==> src/rtl/ddc_tune_ctrl.sv <==
// rtl/ddc_tune_ctrl.sv - run/retune sequencer in front of one ddc instance
// Holds the ddc config, flushes and settles the ddc on start/retune, then gates its output.
module ddc_tune_ctrl #(
  parameter int IQ_NUM         = 2,
  parameter int DATA_WIDTH     = 16,
  parameter int PHASE_WIDTH    = 14,
  parameter int FLUSH_CYCLES   = 4,
  parameter int SETTLE_SAMPLES = 16,
  parameter int CNT_WIDTH      = 8
) (
  input  logic                         clk_i,
  input  logic                         rstn_i,
  input  logic                         enable_i,
  input  logic                         cfg_valid_i,
  output logic                         cfg_ready_o,
  input  logic [PHASE_WIDTH-1:0]       cfg_phase_inc_i,
  input  logic [PHASE_WIDTH-1:0]       cfg_phase_offset_i,
  input  logic [DATA_WIDTH-1:0]        cfg_decimation_i,
  input  logic                         cfg_round_type_i,
  output logic                         ddc_rst_o,
  output logic                         ddc_en_o,
  output logic [PHASE_WIDTH-1:0]       ddc_phase_inc_o,
  output logic [PHASE_WIDTH-1:0]       ddc_phase_offset_o,
  output logic [DATA_WIDTH-1:0]        ddc_decimation_o,
  output logic                         ddc_round_type_o,
  input  logic                         ddc_tvalid_i,
  input  logic [IQ_NUM*DATA_WIDTH-1:0] ddc_tdata_i,
  output logic                         tvalid_o,
  output logic [IQ_NUM*DATA_WIDTH-1:0] tdata_o,
  output logic                         locked_o,
  output logic [CNT_WIDTH-1:0]         retune_cnt_o
);

  localparam int FW = $clog2(FLUSH_CYCLES + 1);
  localparam int SW = (SETTLE_SAMPLES > 0) ? $clog2(SETTLE_SAMPLES + 1) : 1;
  localparam logic [SW-1:0] SETTLE_LAST = (SETTLE_SAMPLES > 0) ? SW'(SETTLE_SAMPLES - 1) : '0;

  typedef enum logic [1:0] {
    S_IDLE,
    S_FLUSH,
    S_SETTLE,
    S_RUN
  } state_t;

  state_t                        state_q, state_d;
  logic [FW-1:0]                 flush_q, flush_d;
  logic [SW-1:0]                 settle_q, settle_d;
  logic [PHASE_WIDTH-1:0]        phase_inc_q, phase_inc_d;
  logic [PHASE_WIDTH-1:0]        phase_offset_q, phase_offset_d;
  logic [DATA_WIDTH-1:0]         decimation_q, decimation_d;
  logic                          round_type_q, round_type_d;
  logic [CNT_WIDTH-1:0]          retune_q, retune_d;
  logic                          tvalid_q, tvalid_d;
  logic [IQ_NUM*DATA_WIDTH-1:0]  tdata_q, tdata_d;
  logic                          locked_q, locked_d;
  logic                          ddc_rst_q, ddc_rst_d;
  logic                          ddc_en_q, ddc_en_d;
  logic                          accept;
  logic                          run_stay;

  assign cfg_ready_o = (state_q == S_IDLE) || ((state_q == S_RUN) && enable_i);
  assign accept      = cfg_valid_i && cfg_ready_o;

  always_comb begin
    state_d  = state_q;
    flush_d  = flush_q;
    settle_d = settle_q;
    case (state_q)
      S_IDLE: begin
        if (enable_i) state_d = S_FLUSH;
      end
      S_FLUSH: begin
        if (!enable_i)                state_d = S_IDLE;
        else if (flush_q == FW'(1))   state_d = S_SETTLE;
        else                          flush_d = flush_q - FW'(1);
      end
      S_SETTLE: begin
        if (!enable_i) begin
          state_d = S_IDLE;
        end else if (SETTLE_SAMPLES == 0) begin
          state_d = S_RUN;
        end else if (ddc_tvalid_i) begin
          // The pulse that completes the settle count is itself dropped.
          if (settle_q == SETTLE_LAST) state_d  = S_RUN;
          else                         settle_d = settle_q + SW'(1);
        end
      end
      S_RUN: begin
        if (!enable_i)   state_d = S_IDLE;
        else if (accept) state_d = S_FLUSH;
      end
      default: state_d = S_IDLE;
    endcase
    if ((state_d == S_FLUSH) && (state_q != S_FLUSH))   flush_d  = FW'(FLUSH_CYCLES);
    if ((state_d == S_SETTLE) && (state_q != S_SETTLE)) settle_d = '0;
  end

  always_comb begin
    phase_inc_d    = phase_inc_q;
    phase_offset_d = phase_offset_q;
    decimation_d   = decimation_q;
    round_type_d   = round_type_q;
    retune_d       = retune_q;
    if (accept) begin
      phase_inc_d    = cfg_phase_inc_i;
      phase_offset_d = cfg_phase_offset_i;
      decimation_d   = (cfg_decimation_i == '0) ? DATA_WIDTH'(1) : cfg_decimation_i;
      round_type_d   = cfg_round_type_i;
      if (state_q == S_RUN) retune_d = retune_q + CNT_WIDTH'(1);
    end
  end

  // Output is only forwarded while RUN persists across the edge.
  assign run_stay = (state_q == S_RUN) && (state_d == S_RUN);

  always_comb begin
    tvalid_d  = run_stay && ddc_tvalid_i;
    tdata_d   = (run_stay && ddc_tvalid_i) ? ddc_tdata_i : tdata_q;
    locked_d  = (state_d == S_RUN);
    ddc_rst_d = (state_d == S_IDLE) || (state_d == S_FLUSH);
    ddc_en_d  = (state_d == S_SETTLE) || (state_d == S_RUN);
  end

  always_ff @(posedge clk_i or negedge rstn_i) begin
    if (!rstn_i) begin
      state_q        <= S_IDLE;
      flush_q        <= '0;
      settle_q       <= '0;
      phase_inc_q    <= '0;
      phase_offset_q <= '0;
      decimation_q   <= DATA_WIDTH'(1);
      round_type_q   <= 1'b0;
      retune_q       <= '0;
      tvalid_q       <= 1'b0;
      tdata_q        <= '0;
      locked_q       <= 1'b0;
      ddc_rst_q      <= 1'b1;
      ddc_en_q       <= 1'b0;
    end else begin
      state_q        <= state_d;
      flush_q        <= flush_d;
      settle_q       <= settle_d;
      phase_inc_q    <= phase_inc_d;
      phase_offset_q <= phase_offset_d;
      decimation_q   <= decimation_d;
      round_type_q   <= round_type_d;
      retune_q       <= retune_d;
      tvalid_q       <= tvalid_d;
      tdata_q        <= tdata_d;
      locked_q       <= locked_d;
      ddc_rst_q      <= ddc_rst_d;
      ddc_en_q       <= ddc_en_d;
    end
  end

  assign ddc_rst_o          = ddc_rst_q;
  assign ddc_en_o           = ddc_en_q;
  assign ddc_phase_inc_o    = phase_inc_q;
  assign ddc_phase_offset_o = phase_offset_q;
  assign ddc_decimation_o   = decimation_q;
  assign ddc_round_type_o   = round_type_q;
  assign tvalid_o           = tvalid_q;
  assign tdata_o            = tdata_q;
  assign locked_o           = locked_q;
  assign retune_cnt_o       = retune_q;

endmodule
==> config.mk <==
export PLATFORM = sky130hd
export DESIGN_NAME = ddc_tune_ctrl
export DESIGN_NICKNAME = d
export VERILOG_FILES = /design/src/rtl/ddc_tune_ctrl.sv
export SDC_FILE = /design/constraint.sdc
export NUM_CORES = 1
export LEC_CHECK = 0
export ABC_AREA = 1
export BUFFER_PORTS_ARGS = -buffer_cell sky130_fd_sc_hd__buf_2
export CELL_PAD_IN_SITES_DETAIL_PLACEMENT = 2
export CELL_PAD_IN_SITES_GLOBAL_PLACEMENT = 2
export CORE_MARGIN = 4
export CORE_UTILIZATION = 26
export DETAILED_ROUTE_END_ITERATION = 6
export PLACE_DENSITY = 0.9
export RECOVER_POWER = 25
export SYNTH_ARGS = -nofsm -noshare
export SYNTH_HDL_FRONTEND = slang
export SYNTH_SLANG_ARGS = --single-unit
==> constraint.sdc <==
create_clock -name clk_i -period 2.01 [get_ports clk_i]
set_clock_uncertainty 0.05 [all_clocks]
set_input_delay 0.3015 -clock clk_i [delete_from_list [all_inputs] [get_ports clk_i]]
set_output_delay 0.3015 -clock clk_i [all_outputs]
set_load 0.02 [all_outputs]
## After elaboration in Yosys (flattened, before gate mapping)

Index checks and enable logic that the tools add are counted.

- Equality and inequality tests: 12
- Reduce and logical (&&, ||, !) cells: 20
- Add/subtract/negate cells: 3
- Multiplexer cells: 19

Operators with widths:

| kind | count |
|---|---|
| 5-bit two-way mux | 5 |
| 16-bit logical NOT | 1 |
| 16-bit two-way mux | 1 |
| 2-bit two-way mux | 8 |
| 3-bit two-way mux | 4 |
| 2-bit nonzero test | 5 |
| 8-bit by 1-bit adder with 8-bit output, second input constant | 1 |
| 2-bit equality test, second input constant | 4 |
| 2-bit one-hot mux with 4 select lines | 1 |
| 1-bit logical AND | 6 |
| 2-bit by 1-bit != test with 1-bit output, second input constant | 3 |
| 5-bit by 1-bit adder with 5-bit output, second input constant | 1 |
| 5-bit by 4-bit equality test with 1-bit output, second input constant | 1 |
| 2-bit by 1-bit equality test with 1-bit output, second input constant | 2 |
| 2-bit logical NOT | 2 |
| 4-bit AND reduction | 1 |
| 3-bit by 1-bit equality test with 1-bit output, second input constant | 1 |
| 1-bit logical OR | 3 |
| 3-bit AND reduction | 1 |
| 3-bit by 1-bit subtractor with 3-bit output, second input constant | 1 |
| 2-bit != test, second input constant | 1 |
| 2-bit AND reduction | 1 |

- Flip-flop bits (word level): 99
- Input bits: 82

## Depth between registers and ports, before layout

Gate-level depths: netlist of run 1.

- Depth in word-level cells: 11
- Gate-level depth with buffers: 10

## Worst setup path after synthesis of run 1

OpenSTA, ideal clock, no wires.

- Path type: register to register
- Start: reg, netlist name ddc_en_o
- End: reg decimation_q[13] (netlist: ddc_decimation_o[13])
- Slack: 491 ps
- Data required time: 1,844 ps
- Stages on the path, launching flop included: 9
- Path buffers: 1
- Arrival time: 1,352 ps
- Cell sequence: dfrtp_1 -> inv_1 -> nand2_1 -> nand2_1 -> nand2_2 -> inv_2 -> buf_4 -> nand2_1 -> nand2_1

RTL lines:

| item | RTL line | RTL |
|---|---|---|
| to (signal assigned) | 145 | `decimation_q <= decimation_d;` |
| to (decl) | 50 | `logic [DATA_WIDTH-1:0] decimation_q, decimation_d;` |

==> results of run 1 <==
-- cell families (layout without fill, tap and decap cells) --
| family | Yosys count | after routing |
|---|---|---|
| buffers and inverters | 52 | 233 |
| adder cells (fa/ha/maj) | 5 | 5 |
| XOR/XNOR | 6 | 6 |
| AND/OR/NAND/NOR | 303 | 303 |
| flip-flops | 98 | 98 |
| AO/OA/AOI/OAI | 13 | 13 |
-- sequential cells by signal, indices dropped and copies added (netlist names) --
signal / flops
tdata_o: 32
ddc_decimation_o: 16
ddc_phase_inc_o: 14
ddc_phase_offset_o: 14
retune_cnt_o: 8
settle_q: 5
flush_q: 3
ddc_en_o: 1
ddc_round_type_o: 1
ddc_rst_o: 1
locked_o: 1
state_q: 1
tvalid_o: 1
-- what timing repair did --
action,in CTS,in global routing
buffers inserted,0,0
hold buffers,1,0
resized for setup,0,0
setup endpoints to repair,0,0
hold endpoints to repair,59,0
-- stage by stage --
step                hold slack [ns]  instances  cell area [um^2]  setup WS [ns]
floorplan                   -0.0441        477              4050          0.491
global placement              0.358        829              5140          0.428
detailed placement            0.367        829              5140          0.309
CTS                          0.0788        846              5490          0.282
global route                 0.0953        846              5490          0.161
finish                       0.0926        846              5490          0.317
-- power groups by stage --
stage / clock, mW / sequential, mW / combinational [mW]
after CTS: 2.06 / 3.03 / 2.78
after floorplan: 0 / 3.69 / 0.926
after global placement: 0 / 3.02 / 2.60
after detailed placement: 0 / 3.06 / 2.77
final: 1.99 / 3.02 / 2.70
after global routing: 2.14 / 3.11 / 3.01
-- worst paths after layout --
kind                                  from                    end  slack (ns)  cells after the start
max reg2reg                    settle_q[0]            settle_q[1]        0.34                      8
min in group asynchronous           rstn_i        retune_cnt_o[3]        0.50                      3
max                               ddc_en_o            cfg_ready_o        0.32                      4
min                         ddc_tdata_i[5]             tdata_o[5]        0.09                      3
min reg2reg                retune_cnt_o[7]        retune_cnt_o[7]        0.42                      1
max in group asynchronous           rstn_i  ddc_phase_offset_o[8]        0.88                      3
-- critical path, stage by stage (launching register included) --
cell and delay [ns]:
dfrtp_1 0.43, inv_1 0.16, nand2_1 0.08, nand2_1 0.13, buf_2 0.20
-- cells in the final DEF, fill, tap and decap left out, types with 2 or more instances in the layout --
master and instances:
xor2_1 3, buf_12 2, clkbuf_16 9, a21oi_1 4, dfrtp_1 96, nand2_1 255
nor2_1 22, clkinvlp_4 3, inv_2 4, xnor2_1 3, buf_2 170, buf_4 5
inv_1 34, bufinv_16 3, dfstp_2 2, nand4_1 4, nand3b_1 2, o21ai_0 9
nand3_1 16, ha_1 5
-- synth_stat cells --
library cell / n / area, um^2
nand3_2: 1 / 10.0
nand2_2: 1 / 6.26
clkbuf_1: 3 / 11.3
buf_2: 7 / 35.0
nand3b_1: 2 / 15.0
o21ai_0: 9 / 45.0
xor2_1: 3 / 26.3
inv_2: 4 / 15.0
dfrtp_1: 96 / 2400
dfstp_2: 2 / 52.6
ha_1: 5 / 62.6
nand4_1: 4 / 25.0
xnor2_1: 3 / 26.3
nor2_1: 22 / 82.6
buf_4: 4 / 30.0
inv_1: 34 / 128
nor2_2: 1 / 6.26
a21oi_1: 4 / 20.0
nand2_1: 255 / 957
nand3_1: 16 / 80.1
nor3_2: 1 / 10.0
-- cell type report --
cell class	instances	share of cell area, %
Tap cell	188	4.28
Timing Repair Buffer	179	17.2
Multi-Input combinational cell	327	25.0
Sequential cell	98	44.7
Clock inverter	7	2.14
Clock buffer	9	4.10
Inverter	38	2.60
-- metal layers --
metal  wire length (um)  track usage (%)
met5                 13                0
met2               7230             28.4
met3                777             4.11
met1               5410             18.4
met4                238             5.54
==> results.yml, run 1 <==
synthesis:
  ys_seq_elements: 98
  syn_area_mm2: 0.00405
  synth_top_family_by_area: "simple AND/OR/NAND/NOR gates"
  synth_nets: 564
  avgSynthCellArea_um2: 8.48
  synth-xor-area-share_pct: 1.30
  netlist_instances: 477
  synth_compound_area_share_pct: 1.61
  yosys.area_share.simple_pct: 29.5
  synth_mux_area_share_pct: 0
  yosysSeqAreaShare_pct: 60.7
  ys_types: 21
  synth_warnings: 0
  synthAdderAreaFrac_pct: 1.55
pwr:
  p_int_mw: 4.69
  swShare_pct: 39.1
  vdd_drop_max_v: 0.000641
  finalPower_mw: 7.71
  leakage_nw: 3.26
  power_switching_mw: 3.02
  p_clk_share_pct: 25.9
  power_frac_seq_pct: 39.1
  p_per_area_mw_per_mm2: 1410
  pwr-share-comb_pct: 35.0
layout:
  synthToLayoutAreaGrowth_pct: 35.7
  multi_input_area_mm2: 0.00137
  fillers: 1750
  fin_nets: 740
  utilization_pct: 36.1
  diodes: 0
  drive_gt1_share_pct: 30.9
  seqCellArea_mm2: 0.00245
floorplan:
  dieWidth_um: 133
  die_area_mm2: 0.0176
  start_util_pct: 26.6
  rows: 45
  chipHeight_um: 133
  io_pins: 172
  core_area_mm2: 0.0152
grt:
  grt_max_degree: 99
  grt_first_pass_wirelength_um: 22600
  antenna_found_initial: 1
  grt_pass1_vias: 4435
  grt_overflow: 0
  track_usage_pct: 15.9
sta:
  period_minus_slack_ns: 1.69
  slew_headroom_pct: 58.9
  worstMarginPinSlew_ns: 0.616
  setup_tns_ns: 0
  finalSetupViolCount: 0
  fin_crit_sh_pct: 84.2
  max_freq_mhz: 591
  finalMaxSlewViolations: 0
  rsz0062_at_grt: "false"
  hold_viol: 0
cts:
  clock_latency_ns: 0.35
  path_clk_slew_ns: 0.07
  cts_root_buf: "clkbuf_16"
  ctsHtreeMaxLevel: 3
  cts.sinks: 98
  numCtsBuffers: 9
  cts_tree: "done"
  clk_path_buf_depth: 2
routing:
  viasPerCell: 4.50
  drt_iter0_drc: 79
  drc_errors: 0
  routed_wl_um: 13700
  first_pass_iters: 4
  vias: 3808
  wl_per_cell_um: 16.2
  antenna_left: 0
critical_path:
  arrival_ns: 1.34
  critPathKind: "reg2out"
  critPathRequiredTime_ns: 1.66
  end_kind: "output port"
  critPathMaxFanout: 5
  start_kind: "register"
outcome:
  outcome: "finished clean"
worst_hold_path:
  hold_class: "in2reg"
placed_design:
  io_buffers: 171
  gp_congestion: 0.835
  hpwlAfterDp_um: 10500
flow_run:
  max_cap_violations: 0
Note: power is estimated with default switching activity, not from simulation.
==> inputs of run 2 (changes only) <==
- CORE_UTILIZATION: 26 -> 24
- PLACE_DENSITY: 0.9 -> 0.87
- clock period: 2.01 -> 1.45 ns (I/O delays scaled with it)
==> run 2 against run 1 <==
  * The run now ends with negative setup slack left
  * Die area rose by 7.8%
  * Register-to-register slack got worse by 0.38 ns
  * Sequential cell count did not move
  * Clock-buffer cell count stayed put
  * Core utilization fell by 0.63 points
  * Sequential power rose by 38%
==> results.yml, run 2 (synthesized netlist as in run 1, its figures left out) <==
routing:
  antenna_left: 0
  drc_errors: 0
  wl_per_cell_um: 16.2
  routed_wl_um: 14500
  drt_iter0_drc: 103
  first_pass_iters: 4
  vias: 3906
  viasPerCell: 4.36
layout:
  synthToLayoutAreaGrowth_pct: 44.9
  mostFrequentLayoutCells: "249 x nand2_1, 169 x buf_2, 95 x dfrtp_1, 31 x inv_1, 17 x nor2_1"
  seqCellArea_mm2: 0.00246
  multi_input_area_mm2: 0.00149
  drive_gt1_share_pct: 36.1
  final_common_cell: "nand2_1"
  layoutNonFillerInstCount: 896
  largest_reg_flops: 32
  post-route-cell-area_mm2: 0.00586
  diodes: 0
  fillers: 1917
  fin_nets: 758
cts:
  cts_root_buf: "clkbuf_16"
  cts_tree: "done"
  path_clk_slew_ns: 0.07
  clock_latency_ns: 0.34
  numCtsBuffers: 9
  clk_path_buf_depth: 2
  ctsHtreeMaxLevel: 3
  cts.sinks: 98
floorplan:
  chipHeight_um: 138
  dieWidth_um: 138
  core_area_mm2: 0.0165
  start_util_pct: 24.5
  die_area_mm2: 0.0190
  io_pins: 172
  rows: 47
critical_path:
  path_cells: "ha_2, nand2_2, nor2_4, ha_4, nand3b_1, nand3_2, nand3_2, nand2_1, inv_1"
  critPathKind: "reg2reg"
  crit_family: "simple AND/OR/NAND/NOR gates"
  slowest_stage: "dfrtp_1"
  end_kind: "register"
  path_depth: 9
  arrival_ns: 1.68
  critPathRequiredTime_ns: 1.64
  path_common_cell: "nand3_2"
  slowest_delay_ns: 0.35
  ff2ff_path_depth: 9
  critPathMaxFanout: 3
  reg2reg_slack_ns: -0.04
  start_kind: "register"
  worst-path-buf-inv: 1
sta:
  finalMaxSlewViolations: 0
  setup_slack_ns: -0.0407
  rsz0062_at_grt: "true"
  max_freq_mhz: 671
  fin_crit_sh_pct: 103
  hold_viol: 0
  worstMarginPinSlew_ns: 0.768
  finalSetupViolCount: 3
  hold_ws_ns: 0.0143
  period_minus_slack_ns: 1.49
  setup_tns_ns: -0.0812
  slew_headroom_pct: 48.8
placed_design:
  dp_cells: 875
  hpwlAfterDp_um: 11100
  gp_congestion: 0.760
  io_buffers: 171
  dpl-instance-area_mm2: 0.00535
  post-place-ws_ns: -0.165
pwr:
  vdd_drop_max_v: 0.000767
  p_per_area_mw_per_mm2: 1870
  leakage_nw: 3.39
worst_hold_path:
  whs_path_depth: 3
  hold_class: "in2reg"
grt:
  antenna_found_initial: 0
  grt_overflow: 0
  grt_max_degree: 49
  grt_first_pass_wirelength_um: 22500
  track_usage_pct: 15.2
  grt_pass1_vias: 4381
outcome:
  outcome: "finished, violations left"
  violations: "negative setup slack"
flow_run:
  max_cap_violations: 0
## run 2: worst reg2reg max path, delay by kind of cell, from the launching register on
family | cells | cell delay [ns]
AND/OR/NAND/NOR | 6 | 0.58
adder cells (fa/ha/maj) | 2 | 0.37
flip-flops | 1 | 0.35
buffers and inverters | 1 | 0.04
## run 2: path summary, 6_finish.rpt
path | start | end
worst max-delay path | settle_q[0] | flush_q[1]
worst min-delay path | ddc_tdata_i[0] | tdata_o[0]
worst max register to register | settle_q[0] | flush_q[1]
worst min register to register | retune_cnt_o[7] | retune_cnt_o[7]
max in group asynchronous | rstn_i | ddc_decimation_o[0]
min in group asynchronous | rstn_i | state_q[0]
## run 2: what timing repair did
action | in CTS | in global routing
endpoints found under the setup margin | 42 | 56
resized for setup | 17 | 24
setup buffers | 1 | 2
pin swaps | 4 | 8
hold buffers | 2 | 0
endpoints found under the hold margin | 98 | 0
## run 2: routing by layer
layer | GRT usage [%] | part of all wire [%] | routed length [um] | vias to the layer above
met5 | 0 | 0 | 0 | -
met4 | 4.45 | 1.2 | 180 | 0
met3 | 3.91 | 5.6 | 820 | 13
met2 | 27.9 | 54 | 7880 | 104
met1 | 17.4 | 39 | 5650 | 1963
li1 | - | - | - | 1826
## run 2: stage by stage
stage / power, mW / util, %
detailed placement: 8.27 / 32.4
finish: 11.0 / 35.5
global route: 11.7 / 35.5
floorplan: 6.41 / -
CTS: 11.0 / 34.8
global placement: 7.97 / 32.4
## run 2: power breakdown
group / internal [mW] / switching, mW / total (mW) / leakage (nW)
clock: 1.51 / 1.09 / 2.60 / 0.151
sequential: 3.63 / 0.538 / 4.16 / 1.26
combinational: 1.45 / 2.74 / 4.19 / 1.98
total: 6.59 / 4.37 / 11.0 / 3.39
## run 2: layout make-up
cell class / instances / share of cell area (%)
repair buffers: 197 / 19.9
multi-input cells: 327 / 25.4
well taps: 220 / 4.69
inverters: 38 / 2.65
flip-flops and latches: 98 / 41.9
clock buffers: 9 / 3.84
clock inverters: 7 / 1.60
